<file path="src/rtl/openhmc_rf_arb_pkg.sv">
// Shared types and helpers for the openHMC register-file port arbiter.
package openhmc_rf_arb_pkg;

  typedef enum logic [1:0] {
    ST_IDLE,
    ST_ISSUE,
    ST_WAIT,
    ST_RESP
  } rf_arb_state_t;

  // Bits needed to hold values 0..n-1, never less than one.
  function automatic int width_of(input int n);
    return (n > 1) ? $clog2(n) : 1;
  endfunction

endpackage

</file>
<file path="src/rtl/openhmc_rr_arbiter.sv">
// Combinational round-robin pick: first requester after last_grant, wrapping at N.
module openhmc_rr_arbiter
  import openhmc_rf_arb_pkg::*;
#(
  parameter int N  = 2,
  parameter int IW = width_of(N)
) (
  input  logic [N-1:0]  req,
  input  logic [IW-1:0] last_grant,
  output logic [N-1:0]  grant,
  output logic [IW-1:0] grant_idx
);

  logic [IW-1:0] idx;

  // Walk from the farthest candidate to the nearest so the nearest pending one wins.
  always_comb begin
    // NOTE: every combinational output gets a default first so no path leaves it unassigned (no latch).
    grant     = '0;
    grant_idx = '0;
    idx       = '0;
    for (int i = N; i >= 1; i--) begin
      idx = IW'((int'(last_grant) + i) % N);
      if (req[idx]) begin
        grant      = '0;
        grant[idx] = 1'b1;
        grant_idx  = idx;
      end
    end
  end

endmodule

</file>
<file path="src/rtl/openhmc_rf_arbiter.sv">
// Round-robin arbiter serialising NUM_REQ requesters onto the single openHMC RF port,
// one access in flight, with a watchdog on rf_access_complete.
module openhmc_rf_arbiter
  import openhmc_rf_arb_pkg::*;
#(
  parameter int NUM_REQ        = 2,
  parameter int HMC_RF_AWIDTH  = 4,
  parameter int HMC_RF_WWIDTH  = 64,
  parameter int HMC_RF_RWIDTH  = 64,
  parameter int TIMEOUT_CYCLES = 1024
) (
  input  logic                               clk_hmc,
  input  logic                               res_n_hmc,
  input  logic [NUM_REQ-1:0]                 req_valid,
  input  logic [NUM_REQ-1:0]                 req_write,
  input  logic [NUM_REQ*HMC_RF_AWIDTH-1:0]   req_addr,
  input  logic [NUM_REQ*HMC_RF_WWIDTH-1:0]   req_wdata,
  output logic [NUM_REQ-1:0]                 req_ready,
  output logic [NUM_REQ-1:0]                 rsp_valid,
  output logic [HMC_RF_RWIDTH-1:0]           rsp_rdata,
  output logic                               rsp_invalid,
  output logic                               rsp_timeout,
  output logic [HMC_RF_AWIDTH-1:0]           rf_address,
  output logic [HMC_RF_WWIDTH-1:0]           rf_write_data,
  output logic                               rf_read_en,
  output logic                               rf_write_en,
  input  logic [HMC_RF_RWIDTH-1:0]           rf_read_data,
  input  logic                               rf_access_complete,
  input  logic                               rf_invalid_address
);

  localparam int IDX_W = width_of(NUM_REQ);
  localparam int CNT_W = width_of(TIMEOUT_CYCLES + 1);

  rf_arb_state_t             state, state_nxt;
  logic [NUM_REQ-1:0]        grant;
  logic [IDX_W-1:0]          grant_idx;
  logic [IDX_W-1:0]          last_grant;
  logic [IDX_W-1:0]          owner;
  logic                      wr_q;
  logic [CNT_W-1:0]          cnt;
  logic                      expire;
  logic                      sel_write;
  logic [HMC_RF_AWIDTH-1:0]  sel_addr;
  logic [HMC_RF_WWIDTH-1:0]  sel_wdata;

  openhmc_rr_arbiter #(.N(NUM_REQ), .IW(IDX_W)) u_rr (
    .req        (req_valid),
    .last_grant (last_grant),
    .grant      (grant),
    .grant_idx  (grant_idx)
  );

  // Mux out the winner's request fields with constant slices only.
  always_comb begin
    sel_write = 1'b0;
    sel_addr  = '0;
    sel_wdata = '0;
    for (int k = 0; k < NUM_REQ; k++) begin
      if (grant_idx == IDX_W'(k)) begin
        sel_write = req_write[k];
        sel_addr  = req_addr[k*HMC_RF_AWIDTH +: HMC_RF_AWIDTH];
        sel_wdata = req_wdata[k*HMC_RF_WWIDTH +: HMC_RF_WWIDTH];
      end
    end
  end

  assign expire = (TIMEOUT_CYCLES != 0) && (cnt == CNT_W'(TIMEOUT_CYCLES - 1));

  always_comb begin
    state_nxt = state;
    case (state)
      ST_IDLE:  if (|req_valid) state_nxt = ST_ISSUE;
      ST_ISSUE: state_nxt = rf_access_complete ? ST_RESP : ST_WAIT;
      ST_WAIT:  if (rf_access_complete || expire) state_nxt = ST_RESP;
      ST_RESP:  state_nxt = ST_IDLE;
      default:  state_nxt = ST_IDLE;
    endcase
  end

  // Handshake outputs are held low while reset is asserted so nobody sees a phantom accept.
  assign req_ready   = (res_n_hmc && state == ST_IDLE) ? grant : '0;
  assign rsp_valid   = (res_n_hmc && state == ST_RESP) ? (NUM_REQ'(1) << owner) : '0;
  assign rf_read_en  = res_n_hmc && (state == ST_ISSUE) && !wr_q;
  assign rf_write_en = res_n_hmc && (state == ST_ISSUE) &&  wr_q;

  // NOTE: sequential state uses non-blocking assignments; reset is synchronous, sampled on the clock edge.
  always_ff @(posedge clk_hmc) begin
    if (!res_n_hmc) begin
      state         <= ST_IDLE;
      last_grant    <= IDX_W'(NUM_REQ - 1);
      owner         <= '0;
      wr_q          <= 1'b0;
      cnt           <= '0;
      rf_address    <= '0;
      rf_write_data <= '0;
      rsp_rdata     <= '0;
      rsp_invalid   <= 1'b0;
      rsp_timeout   <= 1'b0;
    end else begin
      state <= state_nxt;
      case (state)
        ST_IDLE: begin
          if (|req_valid) begin
            owner         <= grant_idx;
            wr_q          <= sel_write;
            rf_address    <= sel_addr;
            rf_write_data <= sel_wdata;
          end
        end
        ST_ISSUE, ST_WAIT: begin
          if (rf_access_complete) begin
            rsp_rdata   <= wr_q ? '0 : rf_read_data;
            rsp_invalid <= rf_invalid_address;
            rsp_timeout <= 1'b0;
          end else if (state == ST_WAIT && expire) begin
            rsp_rdata   <= '0;
            rsp_invalid <= 1'b1;
            rsp_timeout <= 1'b1;
          end
          if (state == ST_WAIT && cnt != '1) cnt <= cnt + CNT_W'(1);
        end
        ST_RESP: begin
          last_grant <= owner;
          cnt        <= '0;
        end
        default: ;
      endcase
    end
  end

endmodule

</file>
<file path="config.mk">
export PLATFORM = sky130hd
export DESIGN_NAME = openhmc_rf_arbiter
export DESIGN_NICKNAME = d
export VERILOG_FILES = /design/src/rtl/openhmc_rf_arb_pkg.sv /design/src/rtl/openhmc_rr_arbiter.sv /design/src/rtl/openhmc_rf_arbiter.sv
export SDC_FILE = /design/constraint.sdc
export NUM_CORES = 1
export LEC_CHECK = 0
export BUFFER_PORTS_ARGS = -buffer_cell sky130_fd_sc_hd__clkbuf_2
export CAP_MARGIN = 20
export CORE_AREA = 2 2 134 136
export DETAILED_ROUTE_END_ITERATION = 7
export DIE_AREA = 0 0 136 138
export GPL_ROUTABILITY_DRIVEN = 0
export PLACE_DENSITY_LB_ADDON = 0.2
export SLEW_MARGIN = 25
export SYNTH_ARGS = -nofsm -noshare
export SYNTH_HDL_FRONTEND = slang
export SYNTH_HIERARCHICAL = 1
export SYNTH_SLANG_ARGS = --single-unit
</file>
<file path="constraint.sdc">
create_clock -name clk_hmc -period 4.79 [get_ports clk_hmc]
set_clock_uncertainty 0.1 [all_clocks]
set_input_delay 1.1975 -clock clk_hmc [delete_from_list [all_inputs] [get_ports clk_hmc]]
set_output_delay 1.1975 -clock clk_hmc [all_outputs]
set_load 0.01 [all_outputs]
</file>
==> impl_metrics.yaml <==
logic_synthesis:
  syn_avg_cell_area_um2: 9.671
  synth.distinct_cells: 49
  synth_edf_count: 0
  yosys_register_bits: 150
  yosysSeqAreaShare: 0.4185
  yosysMostFrequentCell: "dfxtp_1"
  netlist_instances: 742
  ys_dominant_reg_cell: "dfxtp_1"
  syn-num-nets: 955
  netlist_area_mm2: 0.007176
  yosys-top-cells-count: "150 x dfxtp_1, 74 x nor2_1, 72 x mux2i_1"
  synth_area_leaders: "dfxtp_1 42%, mux2i_1 10%, a32oi_1 7.8%"
  ys_async_sr_fraction: 0
  synth_top_area_frac: 0.4185
  ys_warn_count: 6
  yosysTopAreaCell: "dfxtp_1"
timing:
  fin_crit_ns: 3.454
  rsz0062_at_grt: "no"
  tns_ns: 0
  layout_setup_ws_ns: 1.336
  report.final.slew_viol_count: 0
  slew_headroom: 0.3472
  fmax_ghz: 0.2895
  setup_viol: 0
  worst_pin_slew_ns: 0.9792
  hold_viol: 0
  period_share: 0.7212
power:
  p_total_mw: 5.361
  p_leak_nw: 4.140
  cellPowerDensity_mw_per_mm2: 563.4
  vdd_drop_max_mv: 0.2447
clock_network:
  cts_root_buffer: "clkbuf_16"
  clk_pin_slew_ns: 0.06
  numCtsBuffers: 17
  cts_setup_buffers: 0
  cts_tree: "done"
  postCtsHoldBufs: 0
  clockBufferDepth: 2
  insertion_delay_ns: 0.41
  cts_sinks: 150
  htreeDepth: 4
  cts_resized: 0
route:
  drt_iter0_drc: 296
  ant_nets: 0
  wl_mm: 20.98
  vias_per_cell: 5.352
  routedWlPerCell_um: 16.38
  firstDrtPassIters: 4
  drcViolationCount: 0
  vias: 6856
global_route:
  grt_busiest_layer: "met2"
  use_met3: 0.05721
  antenna_found_initial: 0
  grt_pass1_vias: 6242
  globalRouteOverflowTotal: 0
  grt_pass1_wl_mm: 32.58
  use_met1: 0.2593
  grtUsageMet2: 0.3642
  grt_max_degree: 113
  grt_usage: 0.2151
finish:
  drive_above_1_share: 0.4278
  syn_to_final_growth_pct: 32.61
  diodes: 0
  fillCellCount: 1638
  nets: 1252
  layoutNonFillerInstCount: 1281
  post-route-util: 0.5427
hold_path:
  hold_path.class: "flip-flop to flip-flop"
  holdPathStages: 2
  min_to: "last_grant"
  min_from: "owner"
critical_path:
  rr_worst_depth: 6
  reg2reg_to: "rsp_rdata[25]"
  crit_required_ns: 3.49
  cp_cell_sequence: "clkbuf_2 -> a21boi_4 -> buf_4 -> and3_1 -> clkbuf_2"
  rrSetupSlack_ns: 2.21
  cp-end-kind: "primary output"
  critical_path_peak_fanout: 24
  r2r_start: "cnt[0]"
  worstSetupStartpointType: "input pin"
  arrival_ns: 2.16
  worstSetupPathType: "input pin to primary output"
  critPathMostFrequentCell: "clkbuf_2"
  slowest_stage: "buf_4"
  crit_path_max_incr_delay_ns: 0.35
place:
  hpwl_mm: 14.43
  dp_slack_ns: 1.325
  dp.cells: 1249
  io_buffers: 347
floorplan:
  row_count: 49
  core_mm2: 0.01753
  dieArea_mm2: 0.01877
  ioPinCount: 348
  die_x_um: 136
  start_util: 0.4092
  die_h_um: 138
flow_run:
  maxCapViolations: 0
status:
  run_status: "complete, no violations"
## layer usage
layer / up-vias / wire, um
met1: 3111 / 8900
met4: 0 / 465
met2: 259 / 10060
met5: - / 0
li1: 3459 / -
met3: 27 / 1551
## how the worst max path moves through the flow
stage / startpoint / end / slack, ns / depth (start not counted)
6_report: req_valid[1] / req_ready[1] / 1.34 / 5
5_1_grt: state[1] / rsp_valid[0] / 1.17 / 4
4_1_cts: state[1] / rsp_valid[0] / 1.28 / 4
3_5_place_dp: req_valid[0] / req_ready[1] / 1.32 / 5
3_3_place_gp: req_valid[1] / req_ready[1] / 1.35 / 5
2_1_floorplan: res_n_hmc / rsp_valid[0] / 1.27 / 5
## cell usage in the layout, fill, tap and decap left out, types with 2 or more instances in the layout
cell type,netlist,routed
nand3_1,6,6
or4_1,5,5
nand2_1,14,14
nand3b_1,64,64
nor3_1,2,2
a21oi_1,6,6
inv_2,1,2
o21ai_0,17,17
or3_1,4,4
buf_4,1,10
o2111ai_1,8,8
clkinvlp_4,0,5
inv_1,6,5
clkbuf_2,1,346
inv_6,0,3
bufinv_16,0,2
o21ai_2,50,50
and3_1,7,7
clkbuf_1,65,2
ha_1,5,5
mux2i_1,72,72
clkbuf_16,0,17
a32oi_1,64,64
nand4_1,5,5
o211ai_1,8,8
a211oi_1,71,71
dfxtp_1,150,150
nor2_1,74,74
## worst max-delay path: cells and delay by family
| kind | cells | cell delay, ns |
|---|---|---|
| compound gates | 1 | 0.16 |
| simple gates | 1 | 0.21 |
| buf+inv | 3 | 0.58 |
## registers in the layout (all words and copies together), names as in the netlist
register and count:
wr_q 1, cnt 11, owner 1, rsp_rdata 64, state 2, rf_write_data 64, last_grant 1, rf_address 4
rsp_invalid 1, rsp_timeout 1
## where the power goes
part | internal, mW | total, mW | switching (mW) | leakage, nW
clock | 0.790 | 1.33 | 0.538 | 0.272
sequential | 1.69 | 1.97 | 0.283 | 1.23
combinational | 0.795 | 2.06 | 1.27 | 2.63
total | 3.27 | 5.36 | 2.09 | 4.14
## cell families after synthesis
family                     synth area share
AOI/OAI and AO/OA                    0.2612
adders and majority gates          0.008718
DFF                                  0.4185
muxes                                0.1004
and+or+nand+nor                      0.1512
buffers and inverters               0.05998
## area by class of cell
type / instances / area, um2 / share of cell area
clock buffer: 20 / 446.7 / 0.04694
multi-input combinational: 504 / 3767 / 0.3959
timing repair buffer: 358 / 1838 / 0.1932
clock inverter: 12 / 143.9 / 0.01512
inverter: 8 / 30.03 / 0.003156
sequential: 150 / 3003 / 0.3156
tap: 229 / 286.5 / 0.03011
## stage by stage
step           instance area [um2]  hold WS, ns
6_report                      9515       0.3796
5_1_grt                       9515       0.4011
4_1_cts                       9512       0.3769
3_5_place_dp                  8921       0.3653
3_3_place_gp                  8921       0.3692
2_1_floorplan                 7176       0.3397
Power figures use the tool's default switching activity.
